[config.mk]
export PLATFORM = sky130hd
export DESIGN_NAME = piso_serializer
export DESIGN_NICKNAME = d
export VERILOG_FILES = /design/src/rtl/piso_serializer.sv
export SDC_FILE = /design/constraint.sdc
export NUM_CORES = 1
export LEC_CHECK = 0
export ABC_AREA = 1
export CAP_MARGIN = 20
export CORE_MARGIN = 1
export CORE_UTILIZATION = 45
export CTS_CLUSTER_DIAMETER = 80
export DETAILED_ROUTE_END_ITERATION = 10
export GPL_ROUTABILITY_DRIVEN = 0
export MAX_ROUTING_LAYER = met4
export PLACE_DENSITY = 0.75
export SKIP_CTS_REPAIR_TIMING = 1
export SLEW_MARGIN = 25
export SYNTH_ARGS = -nofsm -noshare
export SYNTH_HDL_FRONTEND = slang
export SYNTH_SLANG_ARGS = --single-unit
[constraint.sdc]
create_clock -name clk -period 1.5 [get_ports clk]
set_input_delay 0.3 -clock clk [delete_from_list [all_inputs] [get_ports clk]]
set_output_delay 0.3 -clock clk [all_outputs]
set_load 0.05 [all_outputs]
[src/rtl/piso_serializer.sv]
// Parallel-in serial-out shifter with a two-state FSM. It supports zero-gap back-to-back words
// (a new word is accepted during the last bit) and asynchronous abort via clear.
module piso_serializer #(
  parameter int WIDTH     = 8,
  parameter bit MSB_FIRST = 1'b1
) (
  input  logic             clk,
  input  logic             clear,
  input  logic [WIDTH-1:0] din,
  input  logic             din_valid,
  output logic             ready,
  output logic             serial_out,
  output logic             bit_valid,
  output logic             last_bit,
  output logic             busy
);

  localparam int CW = $clog2(WIDTH);

  typedef enum logic {IDLE = 1'b0, SHIFT = 1'b1} state_t;

  state_t           state_q, state_d;
  logic [WIDTH-1:0] sreg_q, sreg_d;
  logic [CW-1:0]    cnt_q, cnt_d;
  logic             at_end;
  logic             load;

  assign at_end = (state_q == SHIFT) && (cnt_q == CW'(WIDTH - 1));
  assign load   = din_valid && ready;

  always_ff @(posedge clk or posedge clear) begin
    if (clear) state_q <= IDLE;
    else       state_q <= state_d;
  end

  always_comb begin
    state_d = state_q;
    case (state_q)
      IDLE:    if (load) state_d = SHIFT;
      SHIFT:   if (at_end && !load) state_d = IDLE;
      default: state_d = IDLE;
    endcase
  end

  // Zeros are shifted in behind the data, so the output bit reads 0 once the word has drained.
  always_comb begin
    ready      = (state_q == IDLE) || at_end;
    busy       = (state_q == SHIFT);
    bit_valid  = (state_q == SHIFT);
    last_bit   = at_end;
    serial_out = MSB_FIRST ? sreg_q[WIDTH-1] : sreg_q[0];
  end

  always_comb begin
    sreg_d = sreg_q;
    cnt_d  = cnt_q;
    if (load) begin
      sreg_d = din;
      cnt_d  = '0;
    end else if (state_q == SHIFT) begin
      sreg_d = MSB_FIRST ? {sreg_q[WIDTH-2:0], 1'b0} : {1'b0, sreg_q[WIDTH-1:1]};
      cnt_d  = at_end ? '0 : cnt_q + CW'(1);
    end
  end

  always_ff @(posedge clk or posedge clear) begin
    if (clear) begin
      sreg_q <= '0;
      cnt_q  <= '0;
    end else begin
      sreg_q <= sreg_d;
      cnt_q  <= cnt_d;
    end
  end

endmodule

# Word level (Yosys, flattened, before mapping)
# Cells that the tools add are included.
[classes] n_reduce_logical=6 mux=8 addsub=1 n_eq_ne=1 bitwise_logic=1
[ops] op="$mux 8" n=2
[ops] op="$mux 3" n=3
[ops] op="$add 3x1->3 const B" n=1
[ops] op="$eq 3x3->1 const B" n=1
[ops] op="$logic_and 1x1->1" n=3
[ops] op="$mux 1" n=2
[ops] op="$pmux 1 s2" n=1
[ops] op="$reduce_bool 2->1" n=1
[ops] op="$logic_not 1->1" n=1
[ops] op="$logic_or 1x1->1" n=1
[ops] op="$not 1->1" n=1
[totals] input_bits=11 regBits=12 out_inout_bits=5 elab_cells=20

# Longest topological paths before layout
[depth] depth_word=8 mapped_depth=7 depth_no_buf=7

# Worst setup path after synthesis
# OpenSTA, ideal clock, no wires.
[synth_timing] path_type="flip-flop to output port" from="reg state_q, in the netlist bit_valid" to="out last_bit" path_stages_with_launch=3 required_time_ns=1.200 slack_ns=0.038 arrival_ns=1.162 n_path_buf=0 path_cell_list="dfrtp_1 -> nand2_1 -> inv_1"
[synth_between] elab_chain_cells=1
[synth_lines] item="start: declaration" line_no="22" text="state_t state_q, state_d;"
[synth_lines] item="start signal: assignment" line_no="33" text="else state_q <= state_d;"
[synth_lines] item="$logic_and 1x1->1" line_no="28" text="assign at_end = (state_q == SHIFT) && (cnt_q == CW'(WIDTH - 1));"
[synth_lines] item="end: declaration" line_no="14" text="output logic last_bit,"
# No other way between the ends.

# Worst setup path after layout
[layout_timing] from="reg cnt_q[0]" to="out ready"
[layout_between] elab_chain_cells=3
[layout_lines] item="start: declaration" line_no="24" text="logic [CW-1:0] cnt_q, cnt_d;"
[layout_lines] item="start signal: assignment" line_no="72" text="cnt_q <= cnt_d;"
[layout_lines] item="$eq 3x3->1" line_no="28"
[layout_lines] item="$logic_and 1x1->1" line_no="28"
[layout_lines] item="$logic_or 1x1->1" line_no="47" text="ready = (state_q == IDLE) || at_end;"
[layout_lines] item="end: declaration" line_no="11" text="output logic ready,"
# No other way between the ends.

==> impl_metrics.ini <==
[status]
outcome = complete, but fails checks
violations = negative setup slack

[clocking]
clock-sinks = 12
cts_htree_levels = 1
insertion_delay_ns = 0.28
clk_pin_slew_ns = 0.08
clk_path_buf_depth = 2
cts_root_buffer = clkbuf_4
cts_tree = done
cts_made_buffers = 3

[setup_path]
max_stage_delay_ns = 0.41
arrival_ns = 1.32
reg2reg_from = cnt_q[0]
start_kind = register
cp_top_family = flip-flops
crit_type = reg -> out
cp-end-kind = output port
slowest_stage = dfrtp_1
required_ns = 1.20
rr_endpoint = sreg_q[7]
rrSetupSlack_ns = 0.18
path_cells = ha_2 > ha_4 > inv_4 > nand2_4 > buf_12
ff2ff_path_depth = 7
critPathMaxFanout = 4
crit_buf_inv = 2

[pwr]
p_switching_mw = 0.670
pwr-share-seq_pct = 31.8
comb_power_share_pct = 52.7
power_density_nw_per_um2 = 1800
p_leak_nw = 0.462
switching_share_pct = 39.7
clkPwrFrac_pct = 15.6
vdd_drop_max_uv = 1040
intPower_mw = 1.02

[route]
vias = 556
routed_wirelength_mm = 1.22
ant_nets = 0
drc = 0
wl_per_cell_um = 10.3
drt_first_iter_violations = 10
via_per_inst = 4.71
drtPass1Iterations = 4

[flow_run]
cap_violations = 0

[floorplanning]
top_level_ports = 16
core-area_um2 = 1320
rows = 13
dieArea_um2 = 1580
die_h_um = 39.7
dieWidth_um = 39.7
start_util_pct = 48.6

[sta]
grt_setup_unrepaired = true
relSlewSlack_pct = 69.8
fin_crit_sh_pct = 108
timing.final.max_slew_violations = 0
tns_ns = -0.228
setup_slack_ns = -0.121
hold_viol_final = 0
clock_skew_ns = 0.00480
fin_crit_ns = 1.62
worst_pin_slew_ns = 0.452
setup_viol = 2
fmax_ghz = 0.617

[synthesis]
synth.cell_area_um2 = 641
synth-simple-area-share_pct = 35.0
synth_compound_area_share_pct = 1.37
synthMuxAreaShare_pct = 0
synthAdderAreaFrac_pct = 3.91
syn_area_per_cell_um2 = 7.81
synth_seq_cells = 12
synthXorXnorAreaFrac_pct = 0
ys.warnings.count = 0
ys_seq_area_share_pct = 46.9
syn_inst = 82
syn_nets = 95
synth_top_family_by_area = simple AND/OR/NAND/NOR gates
synth_cell_types = 11

[global_routing]
grt_usage_pct = 19.1
grt_first_pass_wirelength_mm = 1.83
grt_pass1_vias = 457
overflow = 0
antenna_found_initial = 0
grt_max_degree = 14

[placed_design]
io_buffers = 15
pre_cts_ws_ns = 0.0614
dp_hpwl_um = 912

[cells_and_area]
antenna_cells = 0
final_nets = 117
nFillCells = 102
drive_gt1_share_pct = 22.3
fin_util_pct = 71.2
syn2layout_area_growth_pct = 46.5

[min_path]
hold_path.class = in -> async
-- cell type report --
type | count | area (um2) | area share, %
Tap cell | 15 | 18.8 | 2.00
Multi-Input combinational cell | 54 | 278 | 29.6
Timing Repair Buffer | 21 | 258 | 27.5
Clock buffer | 4 | 36.3 | 3.87
Sequential cell | 12 | 300 | 32.0
Inverter | 12 | 47.5 | 5.07
-- cells in the mapped netlist, drive strengths merged --
| cell type | count | share of area [%] |
|---|---|---|
| nand2 | 27 | 17 |
| inv | 12 | 7.0 |
| nand3 | 16 | 13 |
| buf | 4 | 5.9 |
| dfrtp | 12 | 47 |
| o21ai | 1 | 1.4 |
| ha | 2 | 3.9 |
| nor2 | 8 | 5.9 |
-- state kept, by name, indices dropped and copies added, names as in the netlist --
register and count:
cnt_q 3, bit_valid 1, sreg_q 8
-- metal layers --
layer  vias up  part of all wire (%)  track usage (%)
li1        295                     -                -
met1       250                    47             22.8
met2         7                    48             27.9
met3         4                   2.1             5.11
met4         0                   2.1             12.9
met5         -                     0                -
-- worst max path at each step --
stage	end	start	slack (ns)	cells after the start
after floorplan	last_bit	bit_valid	0.04	2
after global placement	sreg_q[2]	din_valid	0.08	6
after detailed placement	ready	cnt_q[0]	0.06	5
after CTS	ready	cnt_q[0]	-0.25	5
after global routing	ready	cnt_q[0]	-0.17	5
final	ready	cnt_q[0]	-0.12	5
-- metrics by stage --
step	power [mW]	std cells	hold WS, ns	cell area (um2)
2_1_floorplan	1.04	82	0.165	641
3_3_place_gp	1.35	114	0.466	880
3_5_place_dp	1.38	114	0.466	880
4_1_cts	1.64	118	0.334	916
5_1_grt	1.81	118	0.373	938
6_report	1.69	118	0.318	938
-- logic make-up after synthesis --
group                      Yosys count
buffers and inverters               16
AOI/OAI and AO/OA                    1
DFF                                 12
and+or+nand+nor                     51
adders and majority gates            2
-- cell usage in the layout, fill, tap and decap left out --
cell type and n:
nand2_4 1, ha_2 1, o21ai_2 1, ha_4 1, inv_1 10, buf_4 5
nand2_2 1, clkdlybuf4s50_1 10, nor2_4 1, buf_12 6, inv_4 1, nand3_1 16
dfrtp_1 12, clkbuf_4 3, nor2_1 7, clkbuf_8 1, inv_2 1, nand2_1 25
-- worst register-to-register path, delay by kind of cell, from the launching register on --
| kind | cells | cell delay, ns |
|---|---|---|
| AND/OR/NAND/NOR | 3 | 0.20 |
| adder cells (fa/ha/maj) | 2 | 0.37 |
| flip-flops | 1 | 0.41 |
| buffers and inverters | 2 | 0.23 |
-- power by group through the flow --
stage | Clock, mW | Sequential, mW | Combinational [mW]
global placement | 0 | 0.526 | 0.826
finish | 0.262 | 0.535 | 0.888
floorplan | 0 | 0.570 | 0.470
CTS | 0.270 | 0.526 | 0.846
global route | 0.285 | 0.551 | 0.977
detailed placement | 0 | 0.531 | 0.846
No activity file was read; power rests on OpenSTA's default activity.
